File: src/rtl/id_stage.sv
// id_stage: MIPS-style instruction decode stage with register file, control decode and ID/EX register
// Optional feature macro: ID_LOAD_USE_STALL_EN (load-use hazard detection, bubble insertion, stall counter).
// Ports:
//   clk, reset            : rising-edge clock, synchronous active-high reset
//   if_id                 : IF/ID register, [63:32] PC+4, [31:0] instruction
//   wb_reg_write/_reg/_data : write-back port into the register file
//   ex_mem_read, ex_rt    : load-use hazard inputs from the EX stage
//   flush                 : branch taken, squash the instruction in ID
//   out_*                 : registered ID/EX fields (control groups and datapath)
//   stall                 : combinational, upstream holds PC and IF/ID
//   stall_count           : saturating count of stall bubbles
module id_stage #(
    parameter int RF_DEPTH = 32
) (
    input  logic        clk,
    input  logic        reset,
    input  logic [63:0] if_id,
    input  logic        wb_reg_write,
    input  logic [4:0]  wb_write_reg,
    input  logic [31:0] wb_write_data,
    input  logic        ex_mem_read,
    input  logic [4:0]  ex_rt,
    input  logic        flush,
    output logic [1:0]  out_WB,
    output logic [2:0]  out_M,
    output logic [3:0]  out_EX,
    output logic [31:0] out_incremented_PC,
    output logic [31:0] out_regData1,
    output logic [31:0] out_regData2,
    output logic [31:0] out_sign_extended_offset,
    output logic [4:0]  out_rt,
    output logic [4:0]  out_rd,
    output logic        stall,
    output logic [15:0] stall_count
);
    logic [31:0] rf [RF_DEPTH];
    logic [5:0]  op;
    logic [4:0]  rs, rt, rd;
    logic [8:0]  ctl;
    logic [31:0] rd1, rd2, sext;
    assign op   = if_id[31:26];
    assign rs   = if_id[25:21];
    assign rt   = if_id[20:16];
    assign rd   = if_id[15:11];
    assign sext = {{16{if_id[15]}}, if_id[15:0]};
    // {WB[1:0], M[2:0], EX[3:0]}
    always_comb begin
        ctl = op == 6'b000000 ? 9'b10_000_1010 :
              op == 6'b100011 ? 9'b11_010_0001 :
              op == 6'b101011 ? 9'b00_001_0001 :
              op == 6'b000100 ? 9'b00_100_0100 :
              op == 6'b001000 ? 9'b10_000_0001 : 9'b0;
    end
    // write-through: a register written this cycle is read with its new value
    always_comb begin
        rd1 = rs == 5'd0 ? 32'd0 : (wb_reg_write && wb_write_reg == rs) ? wb_write_data : rf[rs];
        rd2 = rt == 5'd0 ? 32'd0 : (wb_reg_write && wb_write_reg == rt) ? wb_write_data : rf[rt];
    end
`ifdef ID_LOAD_USE_STALL_EN
    logic uses_rt, hazard;
    assign uses_rt = op == 6'b000000 || op == 6'b101011 || op == 6'b000100;
    assign hazard  = ex_mem_read && ex_rt != 5'd0 && (ex_rt == rs || (uses_rt && ex_rt == rt));
    // flush wins over stall, and nothing stalls during reset
    assign stall   = hazard && !flush && !reset;
    always_ff @(posedge clk) begin
        if (reset)
            stall_count <= 16'd0;
        else if (stall && stall_count != 16'hFFFF)
            stall_count <= stall_count + 16'd1;
    end
`else
    logic unused_hazard;
    assign unused_hazard = ^{ex_mem_read, ex_rt};
    assign stall         = 1'b0;
    assign stall_count   = 16'd0;
`endif
    always_ff @(posedge clk) begin
        if (reset) begin
            for (int i = 0; i < RF_DEPTH; i++)
                rf[i] <= 32'd0;
            {out_WB, out_M, out_EX}  <= 9'd0;
            out_incremented_PC       <= 32'd0;
            out_regData1             <= 32'd0;
            out_regData2             <= 32'd0;
            out_sign_extended_offset <= 32'd0;
            out_rt                   <= 5'd0;
            out_rd                   <= 5'd0;
        end else begin
            if (wb_reg_write && wb_write_reg != 5'd0)
                rf[wb_write_reg] <= wb_write_data;
            {out_WB, out_M, out_EX}  <= (stall || flush) ? 9'd0 : ctl;
            out_incremented_PC       <= if_id[63:32];
            out_regData1             <= rd1;
            out_regData2             <= rd2;
            out_sign_extended_offset <= sext;
            out_rt                   <= rt;
            out_rd                   <= rd;
        end
    end
endmodule

File: config.mk
export PLATFORM = sky130hd
export DESIGN_NAME = id_stage
export DESIGN_NICKNAME = d
export VERILOG_FILES = /design/src/rtl/id_stage.sv
export SDC_FILE = /design/constraint.sdc
export NUM_CORES = 2
export LEC_CHECK = 0
export CORE_MARGIN = 4
export CORE_UTILIZATION = 61
export CTS_CLUSTER_SIZE = 40
export DETAILED_ROUTE_END_ITERATION = 7
export PLACE_DENSITY = 0.81
export SETUP_SLACK_MARGIN = 0.5
export SYNTH_ARGS = -nofsm -noshare
export SYNTH_HDL_FRONTEND = slang
export SYNTH_SLANG_ARGS = --single-unit
export TNS_END_PERCENT = 100
File: constraint.sdc
create_clock -name clk -period 5.4 [get_ports clk]
set_input_delay 0.81 -clock clk [delete_from_list [all_inputs] [get_ports clk]]
set_output_delay 0.81 -clock clk [all_outputs]
set_load 0.02 [all_outputs]
After elaboration in Yosys (flattened, before gate mapping)

Memory sizes are Yosys's and may differ from the RTL's. A register that Yosys moved wholly into a read port is not among the register bits.
Cells that the tools add are included.

Add/sub/neg operators: 0
Multiply operators: 0
Divide/modulo/power cells: 0
Order comparisons: 0
Equal/unequal tests: 4
Shift-type cells: 0
Muxes and demuxes: 13
Bitwise operators: 0
Reductions and logical operators: 12

Operators with widths:

| kind                 | count |
|---|---|
| $mux W9              | 5 |
| $mux W32             | 1 |
| $reduce_or A32 Y1    | 1 |
| $eq A6 B6 Y1 const B | 2 |
| $logic_not A5 Y1     | 2 |
| $eq A6 B3 Y1 const B | 1 |
| $eq A6 B4 Y1 const B | 1 |
| $logic_not A6 Y1     | 1 |
| $mux W1              | 6 |
| $reduce_or A2 Y1     | 3 |
| $mux W5              | 1 |
| $reduce_bool A5 Y1   | 1 |
| $reduce_or A5 Y1     | 1 |
| $reduce_or A4 Y1     | 1 |
| $reduce_or A3 Y1     | 1 |
| $logic_and A1 B1 Y1  | 1 |

Bits in registers: 67
Bits in latches: 0
Memory bits (writable): 1024
Bits in read-only memories: 0
Input port bits: 111
Output and inout bits: 164
Word-level logic and storage cells: 42
Memories: 1

Memory list:

| memory | words | width | rd ports | clocked after Yosys merged registers in | wr ports | line | text |
|---|---|---|---|---|---|---|---|
| rf     | 32    | 32    | 2        | 2                                       | 32       | 36   | `logic [31:0] rf [RF_DEPTH];` |

Longest topological paths before layout

Depth in word-level cells: 7
Depth in mapped cells: 9
Mapped depth without buffers: 5

Least setup slack after synthesis

OpenSTA, ideal clock, no wires.

Kind: input to register
Start point: input port wb_write_reg[3]
End point: memory rf[24][0] (enable)
Setup time: 0.466 ns
Data arrival time: 3.889 ns
Required time: 4.934 ns
Path slack: 1.046 ns
Stages: 6
Buffers on the path: 3
Path through: buf_2 > or3_1 > buf_4 > nand3b_1 > buf_2 > o21ai_0

RTL lines:

| what               | line | text |
|---|---|---|
| start: declaration | 19   | `input logic [4:0] wb_write_reg,` |
| end: declaration   | 36   |  |

==> flow_summary_export.csv <==
group,metric,value,unit
layout,final_nets,4244,
sta,min_period,3.54,ns
hold_path,hold_class,"in2reg",
pwr,totalPowerFinal,21300,uW
clock_tree,cts_tree,"yes",
floorplanning,num_rows,113,
sta,clock_skew,0.0329,ns
setup_path,critical_path_arrival,4.11,ns
logic_synthesis,yosysWarnings,0,
route,drtIter0Drc,6368,
logic_synthesis,ys_seq_area_share,56.9,%
logic_synthesis,yosysMostFrequentCell,"edfxtp_1",
run_status,status,"finished, final reports clean",
logic_synthesis,ys_top_cells_by_count,"edfxtp_1, and2_1, mux4_2, clkbuf_1, mux2i_1",
setup_path,worstSetupPathType,"in2reg",
floorplanning,die_w,317,um
pwr,peakVddDrop,0.000314,V
clock_tree,ctsLongestPathBuffers,3,
pwr,powerDensity,321,nW/um2
clock_tree,cts-buffers-inserted,118,
pwr,power.leakage,0.0235,uW
sta,slew_headroom,12.8,%
placement,hpwl,112000,um
logic_synthesis,synth_top_flop_cell,"edfxtp_1",
grt,antenna_found_initial,12,
route,vias,39700,
setup_path,path_max_fanout,19,
grt,grt-ovfl-total,0,
sta,rsz0062_at_grt,"no",
sta,final_hold_viol_count,0,
floorplanning,num_io_pins,275,
logic_synthesis,ys_top_cells_by_area,"edfxtp_1, mux4_2, and2_1",
logic_synthesis,synthDistinctLibCells,43,
sta,tightest_slew,1.30,ns
route,via_per_inst,7.19,
sta,drv_slew,0,
grt,grt_pass1_vias,39500,
layout,synthToLayoutAreaGrowth,13.7,%
logic_synthesis,yosysTopAreaCellShare,52.7,%
clock_tree,post_cts_buffers,0,
logic_synthesis,synth_area_per_cell,14.5,um2
layout,nFillCells,6032,
setup_path,required,5.97,ns
floorplanning,fp.dieH,317,um
placement,gp_congestion,0.929,
setup_path,end_kind,"flop",
sta,fmax,0.282,GHz
route,finalWirelength,187000,um
grt,grtUsageTotal,37.0,%
floorplanning,initial_core_util,61.5,%
grt,grt_pass1_wl,266000,um
logic_synthesis,async_flop_share,0,%
clock_tree,clk_latency,0.73,ns
route,post-route-drc-count,0,
logic_synthesis,ys_ff_latch,1147,
sta,tns,0,ns
clock_tree,holdBufCountCts,0,
clock_tree,cts_sinks,1147,
logic_synthesis,yosysTopAreaCell,"edfxtp_1",
route,ant_nets,0,
layout,layout-drive-gt1-share,18.8,%
floorplanning,die-area,101000,um2
logic_synthesis,synth_edf_count,1024,
sta,post-route-period-util,65.6,%
route,wl_per_cell,33.9,um
clock_tree,h-tree-depth,3,
route,drt_first_pass_iters,7,
clock_tree,cts_root_buf,"clkbuf_16",
logic_synthesis,syn_area,58300,um2
setup_path,worstSetupStartpointType,"input port",
sta,finalSetupViolCount,0,
job,cap_violations,0,
placement,placement.io_buffers,251,
clock_tree,path_clk_slew,0.06,ns
grt,grt_max_degree,98,
clock_tree,post_cts_resized,0,
floorplanning,core-area,94900,um2
logic_synthesis,syn_inst,4033,
per-layer routing:
metal	wire, um	track usage, %
met4	12300	20.2
met2	83600	55.8
met3	29400	11.8
met5	54	0
met1	61700	48.3
report_power, final:
part	switching [uW]	total, uW	internal, uW
combinational	1480	2550	1070
clock	3540	8300	4760
sequential	288	10500	10200
total	5310	21300	16000
worst max-delay path, cell delays in order:
cell and delay (ns):
clkdlybuf4s50_1 0.73, or3_1 0.59, nand3b_1 0.36, nor2_2 0.97, buf_4 0.46, and2_1 0.17
worst paths after layout:
| kind | start | endpoint | slack (ns) | cells after the start |
|---|---|---|---|---|
| worst min-delay path | reset | rf[0][10] | 0.62 | 1 |
| worst min register to register | rf[6][19] | out_regData2[19] | 0.83 | 5 |
| worst max register to register | rf[9][29] | out_regData1[29] | 3.09 | 5 |
| worst max-delay path | wb_write_reg[2] | rf[20][19] | 1.86 | 6 |
flip-flops by register name, indices dropped and copies added (netlist names):
register,cells
out_regData1,32
out_incremented_PC,32
out_WB,2
out_EX,2
out_M,2
out_sign_extended_offset,16
rf,1024
out_regData2,32
out_rt,5
cells in the final DEF, fill, tap and decap left out, types with 28 or more instances in the layout:
cell type / netlist / layout
clkdlybuf4s50_1: 0 / 242
nand2_1: 61 / 61
buf_12: 0 / 28
edfxtp_1: 1024 / 1024
a221oi_1: 64 / 64
o21ai_4: 0 / 31
a211oi_1: 95 / 95
a21oi_1: 64 / 64
mux2i_1: 285 / 285
nor2_2: 2 / 31
buf_4: 71 / 122
o221ai_1: 31 / 31
a22oi_1: 101 / 101
a211o_1: 32 / 32
and2_1: 993 / 992
nor2b_1: 89 / 87
mux4_2: 386 / 386
conb_1: 1 / 49
o21bai_1: 32 / 32
o22ai_1: 31 / 31
clkbuf_1: 287 / 35
dfxtp_1: 123 / 123
clkbuf_16: 0 / 119
through the flow:
stage / instances / cell area (um2) / util [%] / worst slack (ns) / hold WS (ns)
floorplan: 4081 / 58500 / - / 1.05 / 0.774
global placement: 5278 / 62300 / 65.7 / 1.35 / 0.809
detailed placement: 5278 / 62300 / 65.7 / 1.32 / 0.828
CTS: 5503 / 66300 / 69.9 / 2.06 / 0.599
global route: 5505 / 66300 / 69.9 / 1.81 / 0.610
finish: 5515 / 66300 / 69.9 / 1.86 / 0.621
layout make-up:
class                      instances  area [um2]  area share, %
multi-input combinational       2464       23500           35.5
clock inverter                    60         691           1.04
clock buffer                     165        3260           4.92
antenna                           12        30.0         0.0453
sequential                      1147       33200           50.1
timing repair buffer             398        3970           5.99
inverter                           4        15.0         0.0226
tap                             1265        1580           2.39
kinds of logic after synthesis:
kind of cell | count (synthesis) | synth area share (%)
simple gates | 1216 | 12.6
flops | 1147 | 56.9
mux | 671 | 19.8
compound gates | 518 | 6.65
buf+inv | 470 | 3.84
xor+xnor | 10 | 0.150
other cells | 1 | 0.00643
Note: power is estimated with default switching activity, not from simulation.
